===== src/rtl/core_pkg.sv =====
// rtl/core_pkg.sv - shared fetch-side defaults and the fetched (pc, instr) packet type
package core_pkg;

    localparam int          ADDR_W_DEF   = 32;
    localparam int          INSTR_W_DEF  = 32;
    localparam logic [31:0] RESET_PC_DEF = 32'h8000_0000;
    localparam int          PC_STEP_DEF  = 4;

    typedef struct packed {
        logic [ADDR_W_DEF-1:0]  pc;
        logic [INSTR_W_DEF-1:0] instr;
    } fetch_pkt_t;

endpackage


===== src/rtl/instr_fetch_if.sv =====
// rtl/instr_fetch_if.sv - fetch-to-decode valid/ready handshake carrying (pc, instr)
interface instr_fetch_if
    import core_pkg::*;
#(
    parameter int ADDR_W  = ADDR_W_DEF,
    parameter int INSTR_W = INSTR_W_DEF
);

    logic               out_valid;
    logic               out_ready;
    logic [ADDR_W-1:0]  out_pc;
    logic [INSTR_W-1:0] out_instr;

    modport master (
        output out_valid,
        output out_pc,
        output out_instr,
        input  out_ready
    );

    modport slave (
        input  out_valid,
        input  out_pc,
        input  out_instr,
        output out_ready
    );

endinterface


===== src/rtl/fetch_fifo.sv =====
// rtl/fetch_fifo.sv - 2-entry registered FIFO; head is always entry 0, flush beats push and pop
module fetch_fifo
    import core_pkg::*;
#(
    parameter type  pkt_t     = fetch_pkt_t,
    parameter pkt_t RESET_VAL = '0
) (
    input  logic       clock,
    input  logic       resetn,
    input  logic       push,
    input  logic       pop,
    input  logic       flush,
    input  pkt_t       din,
    output logic [1:0] count,
    output pkt_t       head
);

    pkt_t       e0_q, e0_d;
    pkt_t       e1_q, e1_d;
    logic [1:0] count_q, count_d;
    logic       pop_ok;

    assign pop_ok = pop && (count_q != 2'd0);

    always_comb begin
        e0_d    = e0_q;
        e1_d    = e1_q;
        count_d = count_q;
        if (flush) begin
            count_d = 2'd0;
        end else begin
            case ({push, pop_ok})
                2'b10: begin
                    if (count_q == 2'd0) begin
                        e0_d    = din;
                        count_d = 2'd1;
                    end else begin
                        e1_d    = din;
                        count_d = 2'd2;
                    end
                end
                2'b01: begin
                    e0_d    = e1_q;
                    count_d = count_q - 2'd1;
                end
                2'b11: begin
                    // Occupancy unchanged: head retires, the new packet lands behind any survivor
                    if (count_q == 2'd2) begin
                        e0_d = e1_q;
                        e1_d = din;
                    end else begin
                        e0_d = din;
                    end
                end
                default: ;
            endcase
        end
    end

    always_ff @(posedge clock or negedge resetn) begin
        if (!resetn) begin
            e0_q    <= RESET_VAL;
            e1_q    <= RESET_VAL;
            count_q <= 2'd0;
        end else begin
            e0_q    <= e0_d;
            e1_q    <= e1_d;
            count_q <= count_d;
        end
    end

    assign count = count_q;
    assign head  = e0_q;

endmodule


===== src/rtl/instr_fetch.sv =====
// rtl/instr_fetch.sv - PC owner and InstrMem initiator delivering (pc, instr) pairs to decode
module instr_fetch
    import core_pkg::*;
#(
    parameter int                ADDR_W   = ADDR_W_DEF,
    parameter int                INSTR_W  = INSTR_W_DEF,
    parameter logic [ADDR_W-1:0] RESET_PC = RESET_PC_DEF,
    parameter int                PC_STEP  = PC_STEP_DEF
) (
    input  logic               clock,
    input  logic               resetn,
    output logic [ADDR_W-1:0]  imem_addr,
    input  logic [INSTR_W-1:0] imem_instr,
    input  logic               redirect_valid,
    input  logic [ADDR_W-1:0]  redirect_pc,
    instr_fetch_if.master      out_if
);

    typedef struct packed {
        logic [ADDR_W-1:0]  pc;
        logic [INSTR_W-1:0] instr;
    } pkt_t;

    localparam pkt_t RESET_PKT = '{pc: RESET_PC, instr: '0};

    logic [ADDR_W-1:0] imem_addr_q, imem_addr_d;
    logic [ADDR_W-1:0] inflight_pc_q, inflight_pc_d;
    logic              inflight_q, inflight_d;

    logic [1:0] count;
    logic [2:0] occupancy;
    logic       pop;
    logic       push;
    logic       issue;
    pkt_t       head;
    pkt_t       push_pkt;

    assign pop       = out_if.out_valid & out_if.out_ready;
    assign occupancy = {1'b0, count} + {2'b00, inflight_q};
    // Issue only when the response is guaranteed a FIFO slot once it returns
    assign issue     = !redirect_valid && (occupancy < (3'd2 + {2'b00, pop}));
    assign push      = inflight_q && !redirect_valid;
    assign push_pkt  = '{pc: inflight_pc_q, instr: imem_instr};

    always_comb begin
        imem_addr_d   = imem_addr_q;
        inflight_d    = 1'b0;
        inflight_pc_d = inflight_pc_q;
        if (redirect_valid) begin
            imem_addr_d = redirect_pc;
        end else if (issue) begin
            inflight_d    = 1'b1;
            inflight_pc_d = imem_addr_q;
            imem_addr_d   = imem_addr_q + ADDR_W'(PC_STEP);
        end
    end

    always_ff @(posedge clock or negedge resetn) begin
        if (!resetn) begin
            imem_addr_q   <= RESET_PC;
            inflight_q    <= 1'b0;
            inflight_pc_q <= RESET_PC;
        end else begin
            imem_addr_q   <= imem_addr_d;
            inflight_q    <= inflight_d;
            inflight_pc_q <= inflight_pc_d;
        end
    end

    fetch_fifo #(
        .pkt_t     (pkt_t),
        .RESET_VAL (RESET_PKT)
    ) u_fifo (
        .clock  (clock),
        .resetn (resetn),
        .push   (push),
        .pop    (pop),
        .flush  (redirect_valid),
        .din    (push_pkt),
        .count  (count),
        .head   (head)
    );

    assign imem_addr        = imem_addr_q;
    assign out_if.out_valid = (count != 2'd0);
    assign out_if.out_pc    = head.pc;
    assign out_if.out_instr = head.instr;

endmodule


===== src/flat_wrapper.sv =====
// flat-port wrapper written by rule: the top's interface ports become plain ports
module instr_fetch_flat import core_pkg::*;
#(
    parameter int                ADDR_W   = ADDR_W_DEF,
    parameter int                INSTR_W  = INSTR_W_DEF,
    parameter logic [ADDR_W-1:0] RESET_PC = RESET_PC_DEF,
    parameter int                PC_STEP  = PC_STEP_DEF
)
  (clock, resetn, imem_addr, imem_instr, redirect_valid, redirect_pc, out_if_out_valid, out_if_out_pc, out_if_out_instr, out_if_out_ready);
  instr_fetch_if #(.ADDR_W(ADDR_W), .INSTR_W(INSTR_W)) out_if_i ();
  input  logic clock;
  input  logic resetn;
  output logic [ADDR_W-1:0] imem_addr;
  input  logic [INSTR_W-1:0] imem_instr;
  input  logic redirect_valid;
  input  logic [ADDR_W-1:0] redirect_pc;
  output wire logic [$bits(out_if_i.out_valid)-1:0] out_if_out_valid;
  output wire logic [$bits(out_if_i.out_pc)-1:0] out_if_out_pc;
  output wire logic [$bits(out_if_i.out_instr)-1:0] out_if_out_instr;
  input wire logic [$bits(out_if_i.out_ready)-1:0] out_if_out_ready;
  assign out_if_out_valid = out_if_i.out_valid;
  assign out_if_out_pc = out_if_i.out_pc;
  assign out_if_out_instr = out_if_i.out_instr;
  assign out_if_i.out_ready = out_if_out_ready;
  instr_fetch #(.ADDR_W(ADDR_W), .INSTR_W(INSTR_W), .RESET_PC(RESET_PC), .PC_STEP(PC_STEP)) u_core (.clock(clock), .resetn(resetn), .imem_addr(imem_addr), .imem_instr(imem_instr), .redirect_valid(redirect_valid), .redirect_pc(redirect_pc), .out_if(out_if_i));
endmodule

===== config.mk =====
export PLATFORM = sky130hd
export DESIGN_NAME = instr_fetch_flat
export DESIGN_NICKNAME = d
export VERILOG_FILES = /design/src/rtl/core_pkg.sv /design/src/rtl/instr_fetch_if.sv /design/src/rtl/fetch_fifo.sv /design/src/rtl/instr_fetch.sv /design/src/flat_wrapper.sv
export SDC_FILE = /design/constraint.sdc
export NUM_CORES = 1
export LEC_CHECK = 0
export CAP_MARGIN = 10
export CELL_PAD_IN_SITES_DETAIL_PLACEMENT = 1
export CELL_PAD_IN_SITES_GLOBAL_PLACEMENT = 1
export CORE_MARGIN = 2
export CORE_UTILIZATION = 43
export CTS_BUF_LIST = sky130_fd_sc_hd__clkbuf_4 sky130_fd_sc_hd__clkbuf_8
export CTS_CLUSTER_SIZE = 10
export DETAILED_ROUTE_END_ITERATION = 10
export GPL_ROUTABILITY_DRIVEN = 0
export HOLD_SLACK_MARGIN = 0.12
export PLACE_DENSITY_LB_ADDON = 0.12
export SLEW_MARGIN = 15
export SYNTH_ARGS = -nofsm -noshare
export SYNTH_HDL_FRONTEND = slang
export SYNTH_SLANG_ARGS = --single-unit

===== constraint.sdc =====
create_clock -name clock -period 3 [get_ports clock]
set_input_delay 0.3 -clock clock [delete_from_list [all_inputs] [get_ports clock]]
set_output_delay 0.3 -clock clock [all_outputs]
set_load 0.01 [all_outputs]

## Yosys cells after proc, flatten, opt, wreduce, memory -nomap -nowiden

Cells that the tools add are included.
Widths: inputs -> output; s select.

| cells by class | value |
|---|---|
| add/sub/neg operators | 4 |
| multipliers | 0 |
| div/mod/pow operators | 0 |
| $lt $le $gt $ge | 1 |
| eq/ne operators | 7 |
| shift-type cells | 0 |
| muxes and demuxes | 13 |
| bitwise operators | 2 |
| reductions and logical operators | 13 |

Operators with widths:

| kind | count |
|---|---|
| $mux 64 | 4 |
| $pmux 64 s3 | 1 |
| $pmux 64 s2 | 1 |
| $mux 32 | 2 |
| $add 32x3->32 const B | 1 |
| $eq 2x2->1 const B | 3 |
| $ne 2x2->1 const B | 3 |
| $reduce_bool 2->1 | 3 |
| $reduce_bool 3->1 | 2 |
| $mux 2 | 2 |
| $pmux 2 s2 | 1 |
| $reduce_and 4->1 | 1 |
| $add 2x1->3 | 1 |
| $add 2x1->3 const A | 1 |
| $logic_and 1x1->1 | 3 |
| $lt 3x3->1 | 1 |
| $reduce_and 3->1 | 1 |
| $eq 2x1->1 const B | 1 |
| $logic_not 2->1 | 1 |
| $mux 1 | 2 |
| $reduce_and 2->1 | 1 |
| $sub 2x1->2 const B | 1 |
| $and 1x1->1 | 1 |
| $logic_not 1->1 | 1 |
| $not 1->1 | 1 |

| word-level totals | value |
|---|---|
| flip-flop bits (word level) | 195 |
| latch bits | 0 |
| memory bits (writable) | 0 |
| ROM bits | 0 |
| bits of input ports | 68 |
| output and inout bits | 97 |
| word-level logic and storage cells | 48 |
| memories kept | 0 |

## Longest topological paths before layout

Gate-level depths: netlist of the first run.

| logic depth | value |
|---|---|
| depth after elaboration | 7 |
| gate-level depth with buffers | 8 |
| mapped depth without buffers | 7 |

## By module

Synthesis of the first run repeated with hierarchy kept, for this count alone.

| unflattened totals | value |
|---|---|
| cells, all modules | 817 |
| area, all modules | 8984.9 µm² |

Modules (own cells, without submodules):

| module | times used | cells each | area an instance (µm²) | sequential area each (µm²) |
|---|---|---|---|---|
| fetch_fifo | 1 | 535 | 5850.6 | 3255.6 |
| instr_fetch | 1 | 282 | 3134.3 | 1629.1 |

## Worst setup path before layout of the first run

OpenSTA, ideal clock, no wires.

| path | value |
|---|---|
| path kind | flip-flop to flip-flop |
| from | register u_core.u_fifo.count_q[0] (netlist: u_core.u_fifo.count[0]) |
| to | register u_core.inflight_pc_q[10] |
| library setup time | 0.125 ns |
| data arrival time | 2.109 ns |
| required time | 2.875 ns |
| path slack | 0.766 ns |
| stages on the path, launching flop included | 9 |
| buffers on the path | 2 |
| cells stage by stage | dfrtp_1 -> inv_1 -> ha_1 -> or3b_4 -> a21oi_1 -> and2_1 -> buf_2 -> buf_2 -> mux2_2 |

| on the way | value |
|---|---|
| cells in the longest elaborated chain, start to end | 6 |
| elaborated cells on any way between the ends | 7 |
| those cells by class | add/sub: 2; order compare: 1; bitwise: 1; reduce/logical: 3 |

RTL lines:

| item | line | RTL |
|---|---|---|
| from (decl) | fetch_fifo.sv:20 | `logic [1:0] count_q, count_d;` |
| from (signal assigned) | fetch_fifo.sv:68 | `count_q <= count_d;` |
| $reduce_bool 2->1 | instr_fetch.sv:85 | `assign out_if.out_valid = (count != 2'd0);` |
| $and 1x1->1 | instr_fetch.sv:38 | `assign pop = out_if.out_valid & out_if.out_ready;` |
| $add 2x1->3 | instr_fetch.sv:41 | `assign issue = !redirect_valid && (occupancy < (3'd2 + {2'b00, pop}));` |
| $lt 3x3->1 * | instr_fetch.sv:41 |  |
| $logic_and 1x1->1 * | instr_fetch.sv:41 |  |
| $reduce_and 2->1 (no line) * | - |  |
| to (signal assigned) | instr_fetch.sv:66 | `inflight_pc_q <= inflight_pc_d;` |
| to (decl) | instr_fetch.sv:27 | `logic [ADDR_W-1:0] inflight_pc_q, inflight_pc_d;` |

Mark *: on every way between the ends. The rest lies on a longest branch, timed or not.
A chain may end at the register's enable or synchronous reset.

## Worst setup path after layout of the first run

| path | value |
|---|---|
| from | register u_core.u_fifo.count_q[1] (netlist: u_core.u_fifo.count[1]) |
| to | register u_core.imem_addr_q[29] (netlist: u_core.imem_addr[29]) |

| on the way | value |
|---|---|
| cells in the longest elaborated chain, start to end | 6 |
| elaborated cells on any way between the ends | 7 |
| those cells by class | add/sub: 2; order compare: 1; bitwise: 1; reduce/logical: 3 |

RTL lines:

| item | line | RTL |
|---|---|---|
| $reduce_bool 2->1 | instr_fetch.sv:85 |  |
| $and 1x1->1 | instr_fetch.sv:38 |  |
| $add 2x1->3 | instr_fetch.sv:41 |  |
| $lt 3x3->1 * | instr_fetch.sv:41 |  |
| $logic_and 1x1->1 * | instr_fetch.sv:41 |  |
| $reduce_bool 2->1 (no line) * | - |  |
| to (signal assigned) | instr_fetch.sv:64 | `imem_addr_q <= imem_addr_d;` |
| to (decl) | instr_fetch.sv:26 | `logic [ADDR_W-1:0] imem_addr_q, imem_addr_d;` |

Marks and branches as above.

==> results of run 1 <==
## kinds of logic after synthesis
group / Yosys count / synth area share [%]
flops: 195 / 57.5
simple gates: 156 / 8.50
mux: 169 / 21.4
fa+ha+maj: 6 / 0.884
buf+inv: 48 / 2.43
compound gates: 102 / 6.45
xor+xnor: 27 / 2.78
## per-layer routing
metal / wire (µm) / share of wire [%] / vias up / global-route usage, %
li1: - / - / 2773 / -
met1: 9300 / 44 / 3046 / 26.5
met2: 10700 / 50 / 123 / 36.4
met3: 911 / 4.3 / 23 / 4.40
met4: 284 / 1.3 / 0 / 6.23
met5: 0 / 0 / - / 0
## stage by stage
stage | hold slack (ns) | cell area (µm²)
finish | 0.271 | 10900
global route | 0.259 | 10900
CTS | 0.235 | 10900
detailed placement | 0.415 | 10500
global placement | 0.403 | 10500
floorplan | 0.00441 | 8490
## layout make-up
class                           instances  share of cell area [%]
Sequential cell                       195                    44.8
Multi-Input combinational cell        460                    31.5
Timing Repair Buffer                  182                    17.0
Tap cell                              265                    3.04
Clock buffer                           21                    2.59
Clock inverter                         11                   0.872
Inverter                                6                   0.206
## Yosys cell counts, types with 5 or more instances
cell	number	area (µm²)
inv_1	6	22.5
ha_1	6	75.1
and2_1	5	31.3
clkbuf_1	21	78.8
o21ai_0	25	125
nand2_1	36	135
and4_1	7	61.3
nor2_1	72	270
nand3_1	12	60.1
mux2_2	104	1170
xor2_1	18	158
buf_2	18	90.1
a21oi_1	70	350
mux2i_1	65	651
xnor2_1	9	78.8
nand4_1	12	75.1
dfrtp_1	191	4780
## flip-flops by register name, summed over array words and instances (netlist names)
name	count
u_core.inflight_pc_q	32
u_core.inflight_q	1
u_core.u_fifo.count	2
u_core.imem_addr	32
u_core.u_fifo.e1_q	64
u_core.u_fifo.head	64
## worst reg2reg max path, stage by stage (launching register included)
cell	delay, ns
dfrtp_1	0.44
inv_1	0.10
ha_1	0.23
or3b_4	0.43
a2111oi_4	0.34
buf_4	0.25
nand4_2	0.19
or4_1	0.48
nand3_1	0.12
## cell usage in the layout, fill, tap and decap left out, types with 7 or more instances in the layout
cell,n
clkdlybuf4s50_1,162
xor2_1,18
clkbuf_8,21
nor2_1,72
mux2i_1,65
buf_4,11
dfrtp_1,191
xnor2_1,9
nand3_1,12
o21ai_0,25
a21oi_1,69
nand4_1,12
and4_1,7
nand2_1,36
mux2_2,104
## power by group
part | total (µW) | internal [µW] | switching [µW]
clock | 1650 | 671 | 978
combinational | 4530 | 2470 | 2070
sequential | 4590 | 3820 | 776
total | 10800 | 6960 | 3820
## repair_timing
item / in CTS / in global routing
hold buffers: 1 / 0
hold endpoints to repair: 82 / 0
endpoints found under the setup margin: 0 / 0
## worst paths after layout
kind / end / slack [ns] / depth (start not counted)
max in group asynchronous: u_core.u_fifo.head[57] / 1.71 / 3
worst max register to register: u_core.imem_addr[29] / 0.38 / 8
worst max-delay path: u_core.imem_addr[29] / 0.38 / 8
worst min-delay path: u_core.u_fifo.head[44] / 0.27 / 3
min in group asynchronous: u_core.u_fifo.head[27] / 0.44 / 2
worst min register to register: u_core.u_fifo.e1_q[31] / 0.52 / 1
==> results.md, run 1 <==
* Total power at 10,800 µW
* Fin crit share at 87.5%
* Via count at 5,965
* Reported leakage power at 0.00442 µW
* WL final at 21,200 µm
* CP delay by family, top: simple AND/OR/NAND/NOR gates
* R2R Path Start: u_core.u_fifo.count[1]
* Worst Path Max Fanout at 11
* Post-layout min period at 2.62 ns
* Filler cells at 2,039
* CP max-delay cell: or4_1
* Nets@finish at 936
* Total I/O pin count at 165
* Slew Viols, Final at 0
* Min-delay worst type: input port to flip-flop
* DR WL/cell at 18.6 µm
* Synth Flop Type: dfrtp_1
* Post-route insts no fill at 1,140
* Total Die Area at 0.0209 mm²
* Synth async-reset ratio at 100%
* Chip Width at 145 µm
* Row count at 51
* Slew @ Worst Pin at 0.726 ns
* Area added between synthesis and finish at 28.4%
* Vias per cell at 5.23
* Pwr Density at 988 mW/mm²
* Sequential fraction of the synthesis area at 57.5%
* Core Box Area at 0.0194 mm²
* Maximum vdd drop at 0.389 mV
* Mean area per synthesized cell at 12.1 µm²
* Clk buf depth at 2
* DRT iter0 DRCs at 226
* CTS Sinks at 195
* Clk slew on worst S/H paths at 0.10 ns
* Worst endpoint required time at 3.41 ns
* Syn Nets at 777
* Worst setup margin at 0.376 ns
* Fin util at 56.2%
* CP Cell Sequence: inv_1 > ha_1 > or3b_4 > a2111oi_4 > buf_4 > nand4_2 > or4_1 > nand3_1
* Post-CTS sizing at 0
* First-pass GRT wire length at 33,900 µm
* Hold Path Origin: redirect_valid
* HPWL after DPL at 14,900 µm
* Critical path launch point type: flip-flop
* Syn. warnings at 0
* Area of the multi-input gates at 0.00344 mm²
* Post-synthesis register bit count at 195
* DIE HEIGHT at 145 µm
* H-tree levels at 4
* Final hold violations at 0
* Status: finished clean
* Register area at 0.00488 mm²
* Max_cap viols at 0
* CP Launch Point: u_core.u_fifo.count[1]
* Critical path's largest stage delay at 0.48 ns
* Kind of critical path: flip-flop to flip-flop
* Vias in the first global route at 6,617
* Clk_skew at 0.0146 ns
* Netlist cell types at 34
* Starting Density at 43.8%
* WP data arrival at 3.04 ns
* CTS tree: built
* Fmax at 381 MHz
* Antenna diodes at 0
* Max-Slew Margin vs Limit at 51.6%
* Post-synth EDFFs at 0
* Pin count of the biggest net entering global routing at 91
* Post-CTS Setup Bufs at 0
* Total global-route track usage at 21.0%
* Buf+Inv Stages, Crit Path at 2
* RSZ-0062 raised after global routing: no
* # DRC at 0
* Synthesized instance count at 703
* Pre-CTS setup slack at 0.302 ns
* Post-Synthesis Cell Area at 0.00849 mm²
* Routed Antenna Nets at 0
* Final setup vio count at 0
* Port buffer count at 164
* CTS buffer count at 17
* Grt ovf at 0
* Worst setup EP type: flip-flop
* CTS root buf: clkbuf_8
* Sum Neg Setup Slack at 0 ns
* Placed insts at 1,107
* Initial antenna violation count at 0
* Worst-Skew Late Latency at 0.48 ns
* Detailed Routing Iterations Pass 1 at 4
* Layout cells sized above 1 at 19.0%
Note: power is estimated with default switching activity, not from simulation.
==> inputs of run 2 (changes only) <==
--- a/config.mk
+++ b/config.mk
@@ -9,7 +9,7 @@
 export CELL_PAD_IN_SITES_DETAIL_PLACEMENT = 1
 export CELL_PAD_IN_SITES_GLOBAL_PLACEMENT = 1
 export CORE_MARGIN = 2
-export CORE_UTILIZATION = 43
+export CORE_UTILIZATION = 45
 export CTS_BUF_LIST = sky130_fd_sc_hd__clkbuf_4 sky130_fd_sc_hd__clkbuf_8
 export CTS_CLUSTER_SIZE = 10
 export DETAILED_ROUTE_END_ITERATION = 10
==> constraint.sdc (replaced) <==
create_clock -name clock -period 3.1 [get_ports clock]
set_input_delay 0.31 -clock clock [delete_from_list [all_inputs] [get_ports clock]]
set_output_delay 0.31 -clock clock [all_outputs]
set_load 0.01 [all_outputs]
==> run 2 against run 1 <==
Net effect: die area is 4.3% lower; via count is 0.70% higher; critical path depth down 2; sequential cell count unchanged; maximum frequency is 8.2% lower; non-clock buffer count decreased by 3; setup slack worse by 0.13 ns; clock skew fell by 0.0017 ns; combinational power fell by 4%; routed wire length fell by 1.3%; register-to-register slack got worse by 0.13 ns.
==> results.md, run 2 (same netlist as run 1, synthesis figures left out) <==
* Hold Path Origin: redirect_valid
* Port buffer count at 164 (unchanged)
* Slew Viols, Final at 0 (unchanged)
* CP delay by family, top: simple AND/OR/NAND/NOR gates
* Total global-route track usage at 21.9% (+0.94 points)
* Pwr Density at 957 mW/mm² (-3.1%)
* Critical path launch point type: flip-flop
* Buf+Inv Stages, Crit Path at 0 (-2)
* Total I/O pin count at 165 (unchanged)
* Sum Neg Setup Slack at 0 ns (unchanged)
* Critical path's largest stage delay at 0.66 ns (+0.18 ns)
* Post-route cell area at 0.0108 mm² (-0.75%)
* Post-CTS Setup Bufs at 0 (unchanged)
* Starting Density at 45.6% (+1.8 points)
* Status: finished clean
* Maximum vdd drop at 0.375 mV (-3.4%)
* Final setup vio count at 0 (unchanged)
* DR WL/cell at 18.9 µm (+1.8%)
* Row count at 50 (-2.0%)
* Area of the multi-input gates at 0.00344 mm² (unchanged)
* HPWL after DPL at 14,500 µm (-2.1%)
* Slew @ Worst Pin at 0.891 ns (+0.165 ns)
* Worst Path Max Fanout at 11 (unchanged)
* CTS Sinks at 195 (unchanged)
* Placed cell area at 0.0105 mm² (-0.58%)
* GR met3 Demand/Resource at 3.48% (-0.93 points)
* DIE HEIGHT at 141 µm (-2.2%)
* Chip Width at 141 µm (-2.2%)
* Register area at 0.00488 mm² (unchanged)
* Detailed Routing Iterations Pass 1 at 4 (unchanged)
* Final hold violations at 0 (unchanged)
* Kind of critical path: flip-flop to flip-flop
* CP Cell Sequence: ha_1 > or3b_4 > a2111oi_4 > nand4_2 > or3_1 > a31oi_1
* Layout cells sized above 1 at 18.6% (-0.37 points)
* Core Box Area at 0.0186 mm² (-3.9%)
* Worst-Skew Late Latency at 0.46 ns (-0.02 ns)
* Commonest non-fill, non-tap cell in the layout: dfrtp_1
* WP data arrival at 3.23 ns (+0.19 ns)
* Vias per cell at 5.44 (+3.9%)
* Total power at 10,400 µW (-3.8%)
* R2R Path Start: u_core.inflight_q
* Pin count of the biggest net entering global routing at 107 (+18%)
* Via count at 6,007 (+0.70%)
* Max_cap viols at 0 (unchanged)
* CP Launch Point: u_core.inflight_q
* CTS root buf: clkbuf_8
* Clk_skew at 0.0130 ns (-0.00169 ns)
* Min-delay worst type: input port to flip-flop
* # DRC at 0 (unchanged)
* CTS buffer count at 17 (unchanged)
* First-pass GRT wire length at 34,700 µm (+2.3%)
* Max-Slew Margin vs Limit at 40.6% (-11 points)
* Antenna diodes at 0 (unchanged)
* Fmax at 350 MHz (-8.2%)
* Initial antenna violation count at 0 (unchanged)
* RSZ-0062 raised after global routing: no
* DRT iter0 DRCs at 209 (-7.5%)
* Commonest cells after routing, fill and taps aside: dfrtp_1, clkdlybuf4s50_1, mux2_2
* Area added between synthesis and finish at 27.5%
* WL final at 20,900 µm (-1.3%)
* Reported leakage power at 0.00441 µW (-0.30%)
* Filler cells at 1,930 (-5.3%)
* CTS tree: built
* Nets@finish at 933 (-0.32%)
* Worst setup EP type: flip-flop
* Total Die Area at 0.0200 mm² (-4.3%)
* CP max-delay cell: a2111oi_4
* H-tree levels at 4 (unchanged)
* Post-layout min period at 2.86 ns (+0.234 ns)
* Fin util at 58.1% (+1.8 points)
* Routed Antenna Nets at 0 (unchanged)
* Clk slew on worst S/H paths at 0.10 ns (about the same)
* Vias in the first global route at 6,601 (-0.24%)
* Worst endpoint required time at 3.48 ns (+0.07 ns)
* Grt peak-use layer: met2
* Fin crit share at 92.2% (+4.7 points)
* Met2 usage at 37.8% (+1.4 points)
* Met1 track demand over resource at 28.7% (+2.2 points)
* Clk buf depth at 2 (unchanged)
* Grt ovf at 0 (unchanged)
==> run 2: cell types whose count changed in the layout (fill, tap and decap cells not counted) <==
cell | previous run | this run
buf_4 | 11 | 8
clkbuf_8 | 21 | 18
clkinvlp_4 | 4 | 1
inv_6 | 2 | 5
clkinv_4 | 1 | 3
==> run 2: routing by layer <==
metal	wire length (µm)	share of wire, %	vias up
li1	-	-	2770
met1	9230	44	3091
met2	10600	51	125
met3	770	3.7	21
met4	308	1.5	0
met5	0	0	-
==> run 2: report_power, final <==
part           switching, µW  internal (µW)
clock network            949            591
logic                   1990           2370
registers                763           3690
==> run 2: area by class of cell <==
class | instances | area share, %
flip-flops and latches | 195 | 45.1
well taps | 234 | 2.70
inverters | 6 | 0.208
repair buffers | 179 | 16.9
clock inverters | 13 | 1.07
clock buffers | 18 | 2.23
multi-input cells | 460 | 31.8
==> run 2: path summary, 6_finish.rpt <==
| check | endpoint | slack [ns] | cells after the start |
|---|---|---|---|
| max in group asynchronous | u_core.u_fifo.e1_q[62] | 1.77 | 3 |
| worst max-delay path | u_core.imem_addr[27] | 0.24 | 6 |
| worst max register to register | u_core.imem_addr[27] | 0.24 | 6 |
| worst min register to register | u_core.u_fifo.e1_q[45] | 0.52 | 1 |
| worst min-delay path | u_core.u_fifo.head[46] | 0.24 | 4 |
| min in group asynchronous | u_core.u_fifo.head[27] | 0.48 | 2 |
==> run 2: tightest hold or removal path, cell delays in order <==
cell and delay (ns):
buf_2 0.13, a21oi_4 0.09, nor2_1 0.09, a21oi_1 0.05
==> run 2: timing repair <==
action / 4_1_cts / 5_1_grt
gates resized for setup: 0 / 0
hold buffers: 1 / 0
endpoints found under the hold margin: 100 / 0
==> run 2: per-stage QoR <==
| step | hold WS (ns) | std cells | worst slack (ns) |
|---|---|---|---|
| global route | 0.244 | 1105 | 0.103 |
| detailed placement | 0.475 | 1073 | 0.259 |
| floorplan | 0.0144 | 703 | 0.866 |
| finish | 0.241 | 1105 | 0.243 |
| global placement | 0.472 | 1073 | 0.309 |
| CTS | 0.211 | 1105 | 0.231 |
==> inputs of run 3 (changes only) <==
==> constraint.sdc (replaced) <==
create_clock -name clock -period 3.1 [get_ports clock]
set_input_delay 0.31 -clock clock [delete_from_list [all_inputs] [get_ports clock]]
set_output_delay 0.31 -clock clock [all_outputs]
set_load 0.005 [all_outputs]
==> results of run 3 <==
Same layout as run 2 (identical final DEF). Status: finished clean.
Among the figures that moved: total power 10400 µW -> 10200 µW
